<file path="src/rtl/cpu_pkg.sv">
// Shared types and constants for the 5-stage 48-bit pipelined CPU.
// Holds opcodes, control-word layout, forwarding selects and pipeline-register structs.
package cpu_pkg;

    localparam int SIZE_DEFAULT = 48;

    typedef enum logic [3:0] {
        OP_NOP  = 4'd0,
        OP_ADD  = 4'd1,
        OP_SUB  = 4'd2,
        OP_AND  = 4'd3,
        OP_OR   = 4'd4,
        OP_ADDI = 4'd5,
        OP_LDR  = 4'd6,
        OP_STR  = 4'd7,
        OP_BEQ  = 4'd8
    } opcode_e;

    localparam int CB_REGWRITE = 6;
    localparam int CB_MEMWRITE = 5;
    localparam int CB_MEMTOREG = 4;
    localparam int CB_ALUSRC   = 3;
    localparam int CB_BRANCH   = 2;

    localparam logic [1:0] ALU_ADD = 2'b00;
    localparam logic [1:0] ALU_SUB = 2'b01;
    localparam logic [1:0] ALU_AND = 2'b10;
    localparam logic [1:0] ALU_OR  = 2'b11;

    typedef logic [6:0] ctrl_t;

    typedef enum logic [1:0] {
        FWD_RF = 2'b00,
        FWD_W  = 2'b01,
        FWD_M  = 2'b10
    } fwd_e;

    typedef struct packed {
        logic [SIZE_DEFAULT-1:0] instr;
        logic [SIZE_DEFAULT-1:0] pc;
    } fd_t;

    typedef struct packed {
        ctrl_t                   ctrl;
        logic [SIZE_DEFAULT-1:0] pc;
        logic [SIZE_DEFAULT-1:0] rd1;
        logic [SIZE_DEFAULT-1:0] rd2;
        logic [SIZE_DEFAULT-1:0] imm;
        logic [3:0]              rd;
        logic [3:0]              rs1;
        logic [3:0]              rs2;
    } de_t;

    typedef struct packed {
        ctrl_t                   ctrl;
        logic [SIZE_DEFAULT-1:0] alu;
        logic [SIZE_DEFAULT-1:0] wdata;
        logic [3:0]              rd;
    } em_t;

    typedef struct packed {
        logic                    reg_write;
        logic                    mem_to_reg;
        logic [SIZE_DEFAULT-1:0] alu;
        logic [SIZE_DEFAULT-1:0] rdata;
        logic [3:0]              rd;
    } mw_t;

    // Unused opcodes 9-15 fall through to an all-zero (NOP) control word.
    function automatic ctrl_t decode_ctrl(input logic [3:0] op);
        case (op)
            OP_ADD:  decode_ctrl = 7'b1000000;
            OP_SUB:  decode_ctrl = 7'b1000001;
            OP_AND:  decode_ctrl = 7'b1000010;
            OP_OR:   decode_ctrl = 7'b1000011;
            OP_ADDI: decode_ctrl = 7'b1001000;
            OP_LDR:  decode_ctrl = 7'b1011000;
            OP_STR:  decode_ctrl = 7'b0101000;
            OP_BEQ:  decode_ctrl = 7'b0000101;
            default: decode_ctrl = 7'b0000000;
        endcase
    endfunction

endpackage

</file>
<file path="src/rtl/cpu_hazard_unit.sv">
// Hazard logic: E-stage operand forwarding selects, load-use stall and branch flush.
module cpu_hazard_unit
    import cpu_pkg::*;
(
    input  logic [3:0] rs1_d,
    input  logic [3:0] rs2_d,
    input  logic [3:0] rs1_e,
    input  logic [3:0] rs2_e,
    input  logic [3:0] rd_e,
    input  logic [3:0] rd_m,
    input  logic [3:0] rd_w,
    input  logic       load_e,
    input  logic       regwrite_m,
    input  logic       regwrite_w,
    input  logic       taken_e,
    output fwd_e       fwd_a,
    output fwd_e       fwd_b,
    output logic       stall,
    output logic       flush
);

    // M-stage producer wins over W-stage producer; R0 is never forwarded.
    function automatic fwd_e pick_src(input logic [3:0] rs, input logic [3:0] rdm,
                                      input logic [3:0] rdw, input logic wm, input logic ww);
        if (wm && (rdm == rs) && (rs != 4'd0)) begin
            pick_src = FWD_M;
        end else if (ww && (rdw == rs) && (rs != 4'd0)) begin
            pick_src = FWD_W;
        end else begin
            pick_src = FWD_RF;
        end
    endfunction

    // Combinational hazard decisions.
    always_comb begin
        fwd_a = pick_src(rs1_e, rd_m, rd_w, regwrite_m, regwrite_w);
        fwd_b = pick_src(rs2_e, rd_m, rd_w, regwrite_m, regwrite_w);
        flush = taken_e;
        if (load_e && (rd_e != 4'd0) && ((rd_e == rs1_d) || (rd_e == rs2_d))) begin
            stall = 1'b1;
        end else begin
            stall = 1'b0;
        end
    end

endmodule

</file>
<file path="src/rtl/cpu_pipelined.sv">
// 5-stage in-order pipelined CPU (F/D/E/M/W) with forwarding, load-use stall
// and E-stage branch resolution; instruction ROM and data memory are external.
module cpu_pipelined
    import cpu_pkg::*;
#(
    parameter int SIZE = SIZE_DEFAULT
) (
    input  logic            MASTER_CLK,
    input  logic            Reset,
    input  logic [SIZE-1:0] Instr,
    input  logic [SIZE-1:0] ReadDataM,
    output logic            MemWriteM,
    output logic [SIZE-1:0] PCF,
    output logic [SIZE-1:0] ALUOutM,
    output logic [SIZE-1:0] WriteDataM,
    output logic [1:0]      MemoryControl,
    output logic [SIZE-1:0] iD,
    output logic [6:0]      Ctrl_D,
    output logic [6:0]      Ctrl_E,
    output logic [6:0]      Ctrl_M
);

    logic [SIZE-1:0] pc_r;
    fd_t             fd_r;
    de_t             de_r;
    em_t             em_r;
    mw_t             mw_r;
    logic [SIZE-1:0] rf_r [16];

    ctrl_t           ctrl_d_s;
    logic [3:0]      rd_d_s, rs1_d_s, rs2_d_s;
    logic [SIZE-1:0] imm_d_s, rd1_s, rd2_s, result_s;
    logic            wr_en_s;
    de_t             de_next_s;
    fwd_e            fwd_a_s, fwd_b_s;
    logic [SIZE-1:0] op_a_s, op_b_s, alu_b_s, alu_s, target_s;
    logic            taken_s, stall_s, flush_s;

    assign rd_d_s   = fd_r.instr[SIZE-5 -: 4];
    assign rs1_d_s  = fd_r.instr[SIZE-9 -: 4];
    assign rs2_d_s  = fd_r.instr[SIZE-13 -: 4];
    assign imm_d_s  = {{(SIZE-32){fd_r.instr[31]}}, fd_r.instr[31:0]};
    assign ctrl_d_s = decode_ctrl(fd_r.instr[SIZE-1 -: 4]);
    assign result_s = mw_r.mem_to_reg ? mw_r.rdata : mw_r.alu;
    assign wr_en_s  = mw_r.reg_write && (mw_r.rd != 4'd0);

    // Register-file read with write-through from the W stage.
    always_comb begin
        if (rs1_d_s == 4'd0) begin
            rd1_s = '0;
        end else if (wr_en_s && (mw_r.rd == rs1_d_s)) begin
            rd1_s = result_s;
        end else begin
            rd1_s = rf_r[rs1_d_s];
        end
        if (rs2_d_s == 4'd0) begin
            rd2_s = '0;
        end else if (wr_en_s && (mw_r.rd == rs2_d_s)) begin
            rd2_s = result_s;
        end else begin
            rd2_s = rf_r[rs2_d_s];
        end
        de_next_s = '{ctrl: ctrl_d_s, pc: fd_r.pc, rd1: rd1_s, rd2: rd2_s, imm: imm_d_s,
                      rd: rd_d_s, rs1: rs1_d_s, rs2: rs2_d_s};
    end

    cpu_hazard_unit u_hazard (
        .rs1_d      (rs1_d_s),
        .rs2_d      (rs2_d_s),
        .rs1_e      (de_r.rs1),
        .rs2_e      (de_r.rs2),
        .rd_e       (de_r.rd),
        .rd_m       (em_r.rd),
        .rd_w       (mw_r.rd),
        .load_e     (de_r.ctrl[CB_MEMTOREG]),
        .regwrite_m (em_r.ctrl[CB_REGWRITE]),
        .regwrite_w (mw_r.reg_write),
        .taken_e    (taken_s),
        .fwd_a      (fwd_a_s),
        .fwd_b      (fwd_b_s),
        .stall      (stall_s),
        .flush      (flush_s)
    );

    // E-stage operand muxing, ALU and branch resolution.
    always_comb begin
        case (fwd_a_s)
            FWD_M:   op_a_s = em_r.alu;
            FWD_W:   op_a_s = result_s;
            default: op_a_s = de_r.rd1;
        endcase
        case (fwd_b_s)
            FWD_M:   op_b_s = em_r.alu;
            FWD_W:   op_b_s = result_s;
            default: op_b_s = de_r.rd2;
        endcase
        alu_b_s = de_r.ctrl[CB_ALUSRC] ? de_r.imm : op_b_s;
        case (de_r.ctrl[1:0])
            ALU_ADD: alu_s = op_a_s + alu_b_s;
            ALU_SUB: alu_s = op_a_s - alu_b_s;
            ALU_AND: alu_s = op_a_s & alu_b_s;
            ALU_OR:  alu_s = op_a_s | alu_b_s;
            default: alu_s = op_a_s + alu_b_s;
        endcase
        taken_s  = de_r.ctrl[CB_BRANCH] && (alu_s == '0);
        target_s = de_r.pc + SIZE'(1'b1) + de_r.imm;
    end

    // Pipeline registers; a taken branch outranks a load-use stall.
    always_ff @(posedge MASTER_CLK or posedge Reset) begin
        if (Reset) begin
            pc_r <= '0;
            fd_r <= '0;
            de_r <= '0;
            em_r <= '0;
            mw_r <= '0;
        end else begin
            em_r <= '{ctrl: de_r.ctrl, alu: alu_s, wdata: op_b_s, rd: de_r.rd};
            mw_r <= '{reg_write: em_r.ctrl[CB_REGWRITE], mem_to_reg: em_r.ctrl[CB_MEMTOREG],
                      alu: em_r.alu, rdata: ReadDataM, rd: em_r.rd};
            if (flush_s) begin
                pc_r <= target_s;
                fd_r <= '0;
                de_r <= '0;
            end else if (stall_s) begin
                de_r <= '0;
            end else begin
                pc_r <= pc_r + SIZE'(1'b1);
                fd_r <= '{instr: Instr, pc: pc_r};
                de_r <= de_next_s;
            end
        end
    end

    // Register-file write at the end of W; contents are not reset.
    always_ff @(posedge MASTER_CLK) begin
        if (wr_en_s) begin
            rf_r[mw_r.rd] <= result_s;
        end
    end

    assign PCF           = pc_r;
    assign iD            = fd_r.instr;
    assign Ctrl_D        = ctrl_d_s;
    assign Ctrl_E        = de_r.ctrl;
    assign Ctrl_M        = em_r.ctrl;
    assign MemWriteM     = em_r.ctrl[CB_MEMWRITE];
    assign ALUOutM       = em_r.alu;
    assign WriteDataM    = em_r.wdata;
    assign MemoryControl = {em_r.ctrl[CB_MEMTOREG], em_r.ctrl[CB_MEMWRITE]};

endmodule

</file>
<file path="config.mk">
export PLATFORM = sky130hd
export DESIGN_NAME = cpu_pipelined
export DESIGN_NICKNAME = d
export VERILOG_FILES = /design/src/rtl/cpu_pkg.sv /design/src/rtl/cpu_hazard_unit.sv /design/src/rtl/cpu_pipelined.sv
export SDC_FILE = /design/constraint.sdc
export NUM_CORES = 2
export LEC_CHECK = 0
export ABC_AREA = 1
export CAP_MARGIN = 20
export CORE_MARGIN = 2
export CORE_UTILIZATION = 55
export CTS_CLUSTER_DIAMETER = 80
export DETAILED_ROUTE_END_ITERATION = 7
export MAX_ROUTING_LAYER = met4
export PLACE_DENSITY = 0.73
export SLEW_MARGIN = 5
export SYNTH_ARGS = -nofsm -noshare
export SYNTH_HDL_FRONTEND = slang
export SYNTH_SLANG_ARGS = --single-unit
</file>
<file path="constraint.sdc">
create_clock -name MASTER_CLK -period 46.1 [get_ports MASTER_CLK]
set_input_delay 4.61 -clock MASTER_CLK [delete_from_list [all_inputs] [get_ports MASTER_CLK]]
set_output_delay 4.61 -clock MASTER_CLK [all_outputs]
set_load 0.02 [all_outputs]
</file>
## Word level (Yosys, flattened, before mapping)

Memories as Yosys holds them, arrays and structs flattened.
Cells that the tools add are included.

- Add/sub/neg operators: 5
- Bitwise logic cells: 2
- Reductions and logical operators: 23
- Muxes and demuxes: 22
- Equality and inequality tests: 16

Operators with widths:

| operator | count |
|---|---|
| two-way mux 211 bit | 2 |
| two-way mux 48 bit | 8 |
| two-way mux 96 bit | 2 |
| case mux 48 bit (2 select lines) | 2 |
| case mux 48 bit (4 select lines) | 1 |
| adder 48 x 1 -> 48 bit, second input constant | 2 |
| adder 48 bit | 2 |
| AND 48 bit | 1 |
| logical NOT 48 bit | 1 |
| OR 48 bit | 1 |
| subtractor 48 bit | 1 |
| == test 4 bit | 8 |
| nonzero test 4 bit | 4 |
| logical AND 1 bit | 14 |
| == test 2 bit, second input constant | 4 |
| logical NOT 4 bit | 2 |
| == test 2 x 1 -> 1 bit, second input constant | 3 |
| two-way mux 1 bit | 5 |
| two-way mux 2 bit | 2 |
| logical NOT 2 bit | 1 |
| inequality test 2 x 1 -> 1 bit, second input constant | 1 |
| logical OR 1 bit | 1 |

- RAM bits: 768
- Logic and storage cells: 90
- ROM bits: 112
- Bits of input ports: 98
- Output and inout port bits: 216
- Memories kept: 2
- Register bits after elaboration: 564

Memory list:

| memory | words | width | rd ports | clocked after Yosys merged registers in | write ports | line | source |
|---|---|---|---|---|---|---|---|
| rf_r | 16 | 48 | 2 | 0 | 1 | cpu_pipelined.sv:28 | `logic [SIZE-1:0] rf_r [16];` |
| (no name shown) | 16 | 7 | 1 | 0 | 0 | cpu_pkg.sv:71 | `case (op)` |

## Logic depth before layout (Yosys ltp)

- Depth in word-level cells: 13
- Gate-level depth with buffers: 49

## By module

From an unflattened synthesis, not the netlist that was laid out.

- Cell total of the unflattened synthesis: 8582
- Area total of the unflattened synthesis: 72085.4 um^2

Modules (own cells, without submodules):

| module | cells an instance | instances | area each (um^2) | seq. area each (um^2) |
|---|---|---|---|---|
| cpu_pipelined | 8462 | 1 | 71554.9 | 36775.3 |
| cpu_hazard_unit | 120 | 1 | 530.5 | 0.0 |

## Worst setup path before layout

OpenSTA, ideal clock, no wires.

- Kind: reg-to-output
- From: reg fd_r (netlist bit iD[45])
- To: out Ctrl_D[0]
- Required time: 41.490 ns
- Buffers on the path: 1
- Slack: 40.386 ns
- Arrival time: 1.104 ns
- Cell stages (with the launch flop): 7
- Cell sequence: dfrtp_1 > nor2_1 > nand2_1 > nor2_1 > a21oi_1 > inv_1 > buf_4

RTL lines:

| item | line | source |
|---|---|---|
| start, declared | cpu_pipelined.sv:24 | `fd_t fd_r;` |
| start signal, assigned | cpu_pipelined.sv:129 | `fd_r <= '{instr: Instr, pc: pc_r};` |
| end, declared | cpu_pipelined.sv:18 | `output logic [6:0] Ctrl_D,` |

## Final worst setup path

- From: reg mw_r[100] (netlist name)
- To: reg pc_r[4], in the netlist PCF[4]

- Word-level cells in the longest chain between the ends: 8
- Elaborated cells between the ends (all ways): 13

RTL lines:

| item | line | source |
|---|---|---|
| start, declared | cpu_pipelined.sv:27 | `mw_t mw_r;` |
| start signal, assigned | cpu_pipelined.sv:119 | `mw_r <= '{reg_write: em_r.ctrl[CB_REGWRITE], mem_to_reg: em_r.ctrl[CB_MEMTOREG],` |
| two-way mux 48 bit (*) | cpu_pipelined.sv:44 | `assign result_s = mw_r.mem_to_reg ? mw_r.rdata : mw_r.alu;` |
| named net result_s[0] | cpu_pipelined.sv:32 | `logic [SIZE-1:0] imm_d_s, rd1_s, rd2_s, result_s;` |
| case mux 48 bit (2 select lines) (*) | cpu_pipelined.sv:92 | `case (fwd_b_s)` |
| named net op_b_s[0] | cpu_pipelined.sv:36 | `logic [SIZE-1:0] op_a_s, op_b_s, alu_b_s, alu_s, target_s;` |
| two-way mux 48 bit (*) | cpu_pipelined.sv:97 | `alu_b_s = de_r.ctrl[CB_ALUSRC] ? de_r.imm : op_b_s;` |
| subtractor 48 bit (tied with other cells) | cpu_pipelined.sv:100 | `ALU_SUB: alu_s = op_a_s - alu_b_s;` |
| case mux 48 bit (4 select lines) (*) | cpu_pipelined.sv:98 | `case (de_r.ctrl[1:0])` |
| logical NOT 48 bit (*) | cpu_pipelined.sv:105 | `taken_s = de_r.ctrl[CB_BRANCH] && (alu_s == '0);` |
| logical AND 1 bit (*) | cpu_pipelined.sv:105 |  |
| inequality test 2 x 1 -> 1 bit (no line) or two-way mux 48 bit (tied branches) | -- |  |
| end signal, assigned | cpu_pipelined.sv:122 | `pc_r <= target_s;` |
| end signal, assigned | cpu_pipelined.sv:128 | `pc_r <= pc_r + SIZE'(1'b1);` |
| end, declared | cpu_pipelined.sv:23 | `logic [SIZE-1:0] pc_r;` |

Mark *: on every way through the listed nets, which the timed path passes. The rest lies on a longest branch.
A chain may end at the register's enable or synchronous reset.

==> results by group <==
Clock tree
  – # H-tree levels: 4
  – Post_cts resized: 0
  – CTS tree: yes
  – Worst-skew pair later-pin latency: 0.81 ns
  – # hold bufs at CTS: 0
  – CTS Buf Count: 143
  – Buffer depth of the longest clock path: 3
  – Post-CTS setup buffer count: 0
  – CTS clk-pin slew, worst paths: 0.06 ns
  – Root buffer cell: clkbuf_16
  – Clock sink total: 1316

Worst hold path
  – Hold Crit Depth: 0
  – Hold Crit Start: Ctrl_E[5]
  – Hold Path Sink: Ctrl_M[5]
  – Hold/Removal Path Class: reg2reg

Detailed routing
  – Vias: 60000
  – Final WL: 254000 um
  – Pre-antenna DRT Iters: 8
  – Met1 WL: 95200 um
  – Post-DRT Antenna Nets: 0
  – Post-DR vias/cell: 6.47
  – Met3 wire len: 26700 um
  – Met2 routed WL: 115000 um
  – DR iter-0 viols: 8884
  – Drt drc: 21
  – DR top layer: met4
  – Wire per inst: 27.4 um

Synthesis
  – Count of different cell masters after synthesis: 64
  – Synth top area share: 33.6%
  – Async S/R FF share, synth: 41.6%
  – Compound-Gate Fraction of Synth Area: 16.8%
  – Syn Std Cell Area: 0.0686 mm2
  – Synth Area in XOR/XNOR: 1.86%
  – Main combinational cell family by area after synthesis: simple AND/OR/NAND/NOR gates
  – Yosys warning total: 0
  – EDFF count, synth: 768
  – Simple-gate share of the synthesized area: 17.4%
  – Seq/Total Area, Yosys: 53.6%
  – Most common cell in the netlist: nand2_1
  – Synth area leader: edfxtp_1
  – Synth area leaders: edfxtp_1 (34%), dfrtp_1 (20%), nand2_1 (7.4%)
  – Mapped Cells: 7588
  – Mux cell area share after synthesis: 0.0201%
  – Post-synthesis register bit count: 1316
  – Synth cell count leaders: nand2_1 (1361), a21oi_1 (886), edfxtp_1 (768)
  – Adder-cell area share of the yosys netlist: 1.88%
  – Synthesized area per cell: 9.04 um2
  – Most used flip-flop cell after synthesis: edfxtp_1

Power and ir drop
  – P_leak: 0.0310 uW
  – Maximum VDD drop: 43.4 uV
  – Power density cells: 48.8 mW/mm2
  – Total power: 3710 uW

Timing
  – Fin. Hold Viols: 0
  – Setup_tns: 0 ns
  – Final Cycle Share: 23.5%
  – Relative slew slack: 20.7%
  – Final setup fails: 0
  – Max Clk Rate: 0.0924 GHz
  – Slew at the pin with the worst max-slew slack: 1.19 ns
  – Fin Clk Skew: 0.0441 ns
  – Fin crit period: 10.83 ns
  – Fin worst setup slack: 35.27 ns
  – RSZ-0062 raised after global routing: no
  – Final slew viol count: 0

Layout
  – Area growth, synth to finish: 11.0%
  – Final net count: 7735
  – Final Cell Area: 0.0761 mm2
  – Layout cells sized above 1: 6.29%
  – Final Non-Filler Cells: 9288
  – Fillers: 10400

Place
  – Post-DP Area: 0.0715 mm2
  – Placed insts: 9026
  – Post-DP HPWL: 165000 um
  – Pre-CTS setup slack: 35.79 ns
  – Port buffer count: 313
  – Placer Congestion: 1.00

Global route
  – GRT overflow: 0
  – Initial antenna violation count: 2
  – Global-route wire length before repair: 371000 um
  – Vias in the first global route: 57500
  – Maximum number of pins on one net before global-route repair: 206
  – GR Util All Layers: 40.7%

Job
  – Max-Cap Viols: 0

Critical path
  – CP most frequent cell: nand2_1
  – Reg2reg start: mw_r[100]
  – CP max stage delay: 0.86 ns
  – Critical path data arrival time: 11.52 ns
  – Crit path kind: reg2reg
  – Crit path launch type: flop
  – WP data required: 46.79 ns
  – RR Endpoint: PCF[4]
  – Crit-path max FO: 87
  – CP Capture Type: flop
  – CP max-delay cell: buf_4
  – Worst reg2reg path depth: 41
  – Critical path launch point: mw_r[100]
  – Reg2reg setup slack: 35.27 ns

Floorplan
  – Initial Util: 55.4%
  – Total core area: 0.124 mm2
  – Die span in y: 357 um
  – Row count: 129
  – Overall die area: 0.128 mm2
  – Chip width: 357 um
  – Ports: 314

Status
  – Failing checks: DRC
  – Status: finished, violations left
## how the worst max path moves through the flow
stage,end,cells past startpoint
floorplan,ALUOutM[0],1
global placement,PCF[12],41
detailed placement,PCF[4],41
CTS,PCF[4],41
global route,PCF[13],41
finish,PCF[4],41
## through the flow
step	hold slack [ns]	util [%]
final	0.392	61.5
after CTS	0.387	61.5
after global routing	0.404	61.5
after floorplan	0.355	-
after global placement	0.373	57.8
after detailed placement	0.360	57.8
## state kept, by name, indices dropped and copies added, names as in the netlist
signal,count
ALUOutM,48
Ctrl_E,7
Ctrl_M,7
PCF,48
WriteDataM,48
de_next_s,48
de_r,188
em_r,4
iD,48
mw_r,102
rf_r,768
## layer usage
layer / up-vias / global-route usage (%)
met5: - / -
li1: 26300 / -
met2: 4079 / 61.0
met1: 28900 / 52.5
met3: 782 / 6.48
met4: 0 / 23.8
## cell families (layout without fill, tap and decap cells)
| family | count (synthesis) | in the layout |
|---|---|---|
| fa+ha+maj | 102 | 102 |
| mux | 1 | 1 |
| simple gates | 2766 | 2766 |
| compound gates | 1965 | 1965 |
| xor+xnor | 146 | 146 |
| buf+inv | 1291 | 1302 |
| flops | 1316 | 1316 |
| other cells | 1 | 53 |
## cell usage in the layout (no fill, tap or decap), drive strengths merged, types with 74 or more instances in the layout
master         netlist  layout
edfxtp             768     768
a21oi              886     886
nand2             1368    1368
clkdlybuf4s50        0     313
or2                 74      74
clkbuf             349     185
o21ai              479     479
o221ai             111     111
nand3              717     717
ha                 100     100
inv                643     650
buf                297      88
o22ai              200     200
o2111ai            193     193
dfrtp              548     548
nor2               466     466
xor2               113     113
## power breakdown
| group | leakage, uW | internal [uW] | switching, uW |
|---|---|---|---|
| logic | 0.0151 | 283 | 721 |
| clock network | 0.00223 | 634 | 498 |
| registers | 0.0136 | 1460 | 115 |
| total | 0.0310 | 2380 | 1330 |
## worst max-delay path, delay by kind of cell, from the launching register on
| kind | cells | cell delay [ns] |
|---|---|---|
| AND/OR/NAND/NOR | 25 | 5.69 |
| adder cells (fa/ha/maj) | 2 | 0.54 |
| AO/OA/AOI/OAI | 5 | 0.76 |
| buffers and inverters | 8 | 2.79 |
| XOR/XNOR | 1 | 0.18 |
| flip-flops | 1 | 0.52 |
## layout make-up
cell class	count	area (um2)	share of cell area, %
Clock inverter	71	727	0.955
Multi-Input combinational cell	5028	26400	34.7
Antenna cell	5	12.5	0.0164
Clock buffer	185	3840	5.04
Tap cell	1637	2050	2.69
Inverter	645	2470	3.24
Sequential cell	1316	36800	48.3
Timing Repair Buffer	401	3860	5.07
Note: power is estimated with default switching activity, not from simulation.
